### src/rtl/hawk_att_lkup_rd.sv
// HAWK ATT lookup front end: fetches one 64 B ATT line over AXI4 (single beat),
// decodes the addressed 64-bit entry and returns a translation response.
module hawk_att_lkup_rd #(
    parameter int                ADDR_W   = 64,
    parameter int                DATA_W   = 512,
    parameter int                ID_W     = 24,
    parameter logic [ADDR_W-1:0] ATT_BASE = '0,
    parameter int                WAY_W    = 48,
    parameter logic [3:0]        AXI_ID   = 4'h1
) (
    input  logic              clk_i,
    input  logic              rst_i,
    input  logic              req_valid,
    output logic              req_ready,
    input  logic [ID_W-1:0]   req_att_id,
    input  logic              req_zero_blk_wr,
    input  logic              line_inval,
    output logic              m_arvalid,
    input  logic              m_arready,
    output logic [ADDR_W-1:0] m_araddr,
    output logic [7:0]        m_arlen,
    output logic [2:0]        m_arsize,
    output logic [1:0]        m_arburst,
    output logic [3:0]        m_arid,
    input  logic              m_rvalid,
    output logic              m_rready,
    input  logic [DATA_W-1:0] m_rdata,
    input  logic [1:0]        m_rresp,
    input  logic              m_rlast,
    output logic              rsp_valid,
    input  logic              rsp_ready,
    output logic [WAY_W-1:0]  rsp_ppa,
    output logic [1:0]        rsp_sts,
    output logic [7:0]        rsp_zpd_cnt,
    output logic              rsp_zpd_update,
    output logic              rsp_allow_access,
    output logic              rsp_err
);

    localparam int LINE_W = ID_W - 3;

    typedef enum logic [1:0] {S_IDLE, S_AR, S_R, S_RSP} state_t;

    state_t              r_state;
    state_t              w_state_nxt;
    logic [ID_W-1:0]     w_idx;
    logic [LINE_W-1:0]   w_req_line;
    logic [2:0]          w_req_slot;
    logic [LINE_W-1:0]   r_tag;
    logic                r_tag_vld;
    logic [2:0]          r_slot;
    logic                r_zero;
    logic [DATA_W-1:0]   r_line_data;
    logic [ADDR_W-1:0]   r_araddr;
    logic                w_hit;
    logic                w_acc;
    logic                w_rd_done;
    logic                w_rd_err;
    logic                w_load;
    logic [DATA_W-1:0]   w_src;
    logic [2:0]          w_slot;
    logic                w_zero;
    logic [63:0]         w_entry;
    logic [7:0]          w_old_zpd;
    logic [7:0]          w_new_zpd;
    logic                w_upd;
    logic                w_unused;

    assign w_idx      = req_att_id - ID_W'(1);
    assign w_req_line = w_idx[ID_W-1:3];
    assign w_req_slot = w_idx[2:0];
    // A same-cycle invalidate must force a miss on the incoming request
    assign w_hit      = r_tag_vld && (r_tag == w_req_line) && !line_inval;
    assign w_acc      = (r_state == S_IDLE) && req_valid;
    assign w_rd_done  = (r_state == S_R) && m_rvalid;
    assign w_rd_err   = w_rd_done && m_rresp[1];
    assign w_load     = (w_acc && w_hit) || w_rd_done;

    always_ff @(posedge clk_i or posedge rst_i) begin
        if (rst_i) r_state <= S_IDLE;
        else       r_state <= w_state_nxt;
    end

    always_comb begin
        w_state_nxt = r_state;
        case (r_state)
            S_IDLE: if (req_valid) w_state_nxt = w_hit ? S_RSP : S_AR;
            S_AR:   if (m_arready) w_state_nxt = S_R;
            S_R:    if (m_rvalid)  w_state_nxt = S_RSP;
            S_RSP:  if (rsp_ready) w_state_nxt = S_IDLE;
            default: w_state_nxt = S_IDLE;
        endcase
    end

    // Hits decode from the cached line, fetches straight from the read beat
    always_comb begin
        w_src  = m_rdata;
        w_slot = r_slot;
        w_zero = r_zero;
        if (r_state == S_IDLE) begin
            w_src  = r_line_data;
            w_slot = w_req_slot;
            w_zero = req_zero_blk_wr;
        end
    end

    assign w_entry   = w_src[{w_slot, 6'd0} +: 64];
    assign w_old_zpd = w_entry[63:56];

    always_comb begin
        w_new_zpd = w_old_zpd;
        w_upd     = 1'b0;
        if (w_zero) begin
            w_new_zpd = (&w_old_zpd) ? w_old_zpd : w_old_zpd + 8'd1;
            w_upd     = 1'b1;
        end else if (w_old_zpd != 8'd0) begin
            w_new_zpd = 8'd0;
            w_upd     = 1'b1;
        end
    end

    always_ff @(posedge clk_i or posedge rst_i) begin
        if (rst_i) begin
            r_tag            <= '0;
            r_tag_vld        <= 1'b0;
            r_slot           <= '0;
            r_zero           <= 1'b0;
            r_line_data      <= '0;
            r_araddr         <= '0;
            rsp_ppa          <= '0;
            rsp_sts          <= '0;
            rsp_zpd_cnt      <= '0;
            rsp_zpd_update   <= 1'b0;
            rsp_allow_access <= 1'b0;
            rsp_err          <= 1'b0;
        end else begin
            if (w_acc) begin
                r_tag    <= w_hit ? r_tag : r_tag;
                r_slot   <= w_req_slot;
                r_zero   <= req_zero_blk_wr;
                r_araddr <= ATT_BASE + (ADDR_W'(w_req_line) << 6);
            end
            if (w_rd_done && !m_rresp[1]) begin
                r_line_data <= m_rdata;
                r_tag       <= r_araddr_line(r_araddr);
            end
            if (line_inval || w_rd_err) r_tag_vld <= 1'b0;
            else if (w_rd_done)         r_tag_vld <= 1'b1;
            if (w_load) begin
                if (w_rd_err) begin
                    rsp_ppa          <= '0;
                    rsp_sts          <= '0;
                    rsp_zpd_cnt      <= '0;
                    rsp_zpd_update   <= 1'b0;
                    rsp_allow_access <= 1'b0;
                    rsp_err          <= 1'b1;
                end else begin
                    rsp_ppa          <= w_entry[WAY_W-1:0];
                    rsp_sts          <= w_entry[49:48];
                    rsp_zpd_cnt      <= w_new_zpd;
                    rsp_zpd_update   <= w_upd;
                    rsp_allow_access <= (w_entry[49:48] != 2'b00);
                    rsp_err          <= 1'b0;
                end
            end
        end
    end

    // Line number of an in-flight fetch, recovered from its byte address
    function automatic logic [LINE_W-1:0] r_araddr_line(input logic [ADDR_W-1:0] a);
        logic [ADDR_W-1:0] v;
        v = (a - ATT_BASE) >> 6;
        return v[LINE_W-1:0];
    endfunction

    assign req_ready = (r_state == S_IDLE);
    assign m_arvalid = (r_state == S_AR);
    assign m_rready  = (r_state == S_R);
    assign rsp_valid = (r_state == S_RSP);
    assign m_araddr  = r_araddr;
    assign m_arlen   = 8'd0;
    assign m_arsize  = 3'b110;
    assign m_arburst = 2'b01;
    assign m_arid    = AXI_ID;

    assign w_unused = ^{m_rlast, m_rresp[0], w_entry[55:50], w_idx[2:0]};

endmodule

### config.mk
export PLATFORM = sky130hd
export DESIGN_NAME = hawk_att_lkup_rd
export DESIGN_NICKNAME = d
export VERILOG_FILES = /design/src/rtl/hawk_att_lkup_rd.sv
export SDC_FILE = /design/constraint.sdc
export NUM_CORES = 2
export LEC_CHECK = 0
export ABC_AREA = 1
export CAP_MARGIN = 25
export CORE_AREA = 2 2 266 268
export DETAILED_ROUTE_END_ITERATION = 12
export DIE_AREA = 0 0 268 270
export DONT_BUFFER_PORTS = 1
export PLACE_DENSITY = 0.74
export SLEW_MARGIN = 30
export SYNTH_ARGS = -nofsm -noshare
export SYNTH_HDL_FRONTEND = slang
export SYNTH_SLANG_ARGS = --single-unit
### constraint.sdc
create_clock -name clk_i -period 23.4 [get_ports clk_i]
set_input_delay 3.51 -clock clk_i [delete_from_list [all_inputs] [get_ports clk_i]]
set_output_delay 3.51 -clock clk_i [all_outputs]
set_load 0.01 [all_outputs]
==> impl_metrics.yaml <==
run_status:
  status: "complete, no violations"
die:
  io_pins: 693
  core_area_um2: 69500
  initial_core_util_pct: 46.8
  die_y_um: 270
  die_area_um2: 72400
  row_count: 97
  die_w_um: 268
clock_tree:
  clockRootBuffer: "clkbuf_16"
  cts_sinks: 574
  cts-resized-gates: 0
  hold_buffers: 0
  clockBufferDepth: 3
  cts_buffers: 68
  post_cts_buffers: 0
  clk_latency_ns: 0.61
  cts.clk_slew.worst_paths_ns: 0.06
  cts_tree: "done"
  h-tree-depth: 3
logic_synthesis:
  synth_cell_types: 40
  synth_edf_count: 0
  avgSynthCellArea_um2: 7.41
  synth_most_common_cell: "nand2_1"
  synth_common_cells: "nand2_1, o21ai_0, dfrtp_1, nor2_1, inv_1"
  synth_cells: 4397
  ys_ff_latch: 574
  synth-async-reset-ratio_pct: 100
  netlist.top_cell.by_area: "dfrtp_1"
  yosys.area.top_type_share_pct: 44.1
  netlist_area_um2: 32600
  yosysWarningCount: 0
  synth_seq_area_share_pct: 44.1
  synth_top_cells_by_area: "dfrtp_1, nand2_1, o21ai_0"
  synth-main-ff-cell: "dfrtp_1"
global_routing:
  grt_use_total_pct: 28.9
  grt_pass1_vias: 26300
  globalRouteMet1Util_pct: 36.8
  grt_pass1_wl_um: 160000
  grt_util_met3_pct: 8.71
  grt-busiest-layer: "met2"
  grt_max_degree: 219
  groute.layer.met2.usage_pct: 44.2
  antenna_found_initial: 6
  overflow: 0
place:
  place_congestion: 0.916
  dpl-instance-area_um2: 32600
  portBuffers: 0
  post-dp-hpwl_um: 74100
  dpl.cell_count: 5061
  place_ws_ns: 15.72
routing:
  drc: 0
  drt_iter0_markers: 2652
  firstDrtPassIters: 6
  vias_per_cell: 5.55
  ant_nets: 0
  via_count: 28800
  routed_wl_um: 107000
  wl_per_cell_um: 20.6
worst_setup_path:
  critical_path_class: "primary input to flip-flop"
  cp.arrival_ns: 7.46
  cp_max_fo: 63
  end_kind: "flip-flop"
  worstPathRequired_ns: 23.89
  cp-start-kind: "primary input"
sta:
  rsz0062_at_grt: "no"
  finalSetupViolations: 0
  finalMaxSlewViolations: 0
  fmax_mhz: 143
  setup_ws_ns: 16.43
  finalSetupTns_ns: 0
  hold_viol_final: 0
  tightest_slew_ns: 1.15
  final.setup_skew_ns: 0.0204
  fin_crit_sh_pct: 29.8
  relSlewSlack_pct: 23.4
  post-route-min-period_ns: 6.97
worst_hold_path:
  hp-class: "flip-flop to flip-flop"
finish:
  fin_area_um2: 35000
  drive_gt1_share_pct: 8.22
  syn_to_final_growth_pct: 7.30
  final_cells: 5186
  fillers: 6642
  finalNetCount: 4745
power_and_ir_drop:
  power_density_nw_per_um2: 160
  vdd_drop_max_mv: 0.128
  p_leak_uw: 0.0160
flow_run:
  max-cap-violations: 0
stage by stage:
step / utilization [%] / hold slack [ns] / total power [µW]
2_1_floorplan: - / 0.453 / 3670
3_3_place_gp: 46.8 / 0.471 / 4430
3_5_place_dp: 46.9 / 0.487 / 4500
4_1_cts: 50.2 / 0.501 / 5620
5_1_grt: 50.3 / 0.512 / 6050
6_report: 50.3 / 0.499 / 5610
cell type report:
cell class	count	area (µm²)	share of cell area (%)
clock inverter	27	372	1.06
inverter	377	1440	4.11
multi-input combinational	3134	15300	43.7
antenna	1	2.50	0.00716
sequential	574	14400	41.1
timing repair buffer	36	357	1.02
clock buffer	97	1980	5.67
tap	940	1180	3.36
worst max-delay path, stage by stage:
cell and delay [ns]:
inv_2 0.32, ha_1 0.36, o21ai_4 0.53, buf_4 0.52
inv_4 0.40, buf_4 0.46, a21oi_1 0.19, o21ai_0 0.10
nand2_1 0.09, nor2_1 0.05, a31oi_1 0.49, a21oi_1 0.15
nand2_1 0.10, nand2_1 0.06
registers in the layout, indices dropped and copies added (netlist names):
register          flops
r_tag_vld             1
rsp_err               1
rsp_zpd_cnt           8
rsp_sts               2
r_slot                3
r_state               2
rsp_allow_access      1
r_line_data         464
m_araddr             21
rsp_ppa              48
r_tag                21
rsp_zpd_update        1
r_zero                1
metal layers:
metal	up-vias	share of wire [%]	routed length, µm
met5	-	0.064	69
met4	10	6.1	6570
met3	285	9.2	9900
met2	1143	45	47800
met1	13600	40	42700
li1	13800	-	-
cells in the final DEF, fill, tap and decap left out, types with 15 or more instances in the layout:
| cell type | Yosys | routed |
|---|---|---|
| o311ai_0 | 18 | 15 |
| clkbuf_16 | 0 | 68 |
| o211ai_1 | 37 | 37 |
| nor2_1 | 419 | 418 |
| a31oi_1 | 16 | 16 |
| clkbuf_8 | 0 | 17 |
| nor3_1 | 60 | 60 |
| a21oi_1 | 213 | 213 |
| o22ai_1 | 15 | 15 |
| conb_1 | 2 | 60 |
| o21ai_1 | 26 | 23 |
| inv_1 | 370 | 368 |
| a211oi_1 | 34 | 34 |
| o21ai_0 | 701 | 701 |
| dfrtp_1 | 574 | 574 |
| buf_4 | 72 | 27 |
| nand3_1 | 177 | 177 |
| mux2_2 | 164 | 164 |
| nand2_1 | 1133 | 1131 |
worst paths after layout:
check                                             start  cells past startpoint                            to  slack [ns]
setup reg to reg                 r_state[0]$_DFFE_PP0P_                     11       rsp_ppa[10]$_DFFE_PP0P_       18.41
hold reg to reg            r_line_data[495]$_DFFE_PP0P_                      1  r_line_data[495]$_DFFE_PP0P_        0.50
min in group asynchronous                         rst_i                      1  r_line_data[421]$_DFFE_PP0P_        2.80
setup / recovery                          req_att_id[0]                     14  rsp_allow_access$_DFFE_PP0P_       16.43
max in group asynchronous                         rst_i                      5  r_line_data[255]$_DFFE_PP0P_       17.10
hold / removal             r_line_data[495]$_DFFE_PP0P_                      1  r_line_data[495]$_DFFE_PP0P_        0.50
kinds of logic (layout without fill, tap and decap cells):
group	Yosys count	after routing	synth area share [%]
buffers and inverters	747	537	9.96
adder cells (fa/ha/maj)	7	7	0.269
multiplexers	167	167	5.76
flip-flops	574	574	44.1
AO/OA/AOI/OAI	1074	1074	17.5
XOR/XNOR	5	5	0.134
AND/OR/NAND/NOR	1821	1821	22.2
other	2	61	0.0231
power breakdown:
part	internal (µW)	switching [µW]	total, µW	leakage, µW
sequential	1480	285	1770	0.00695
combinational	859	1880	2740	0.00791
clock	653	453	1110	0.00115
Note: power is estimated with default switching activity, not from simulation.
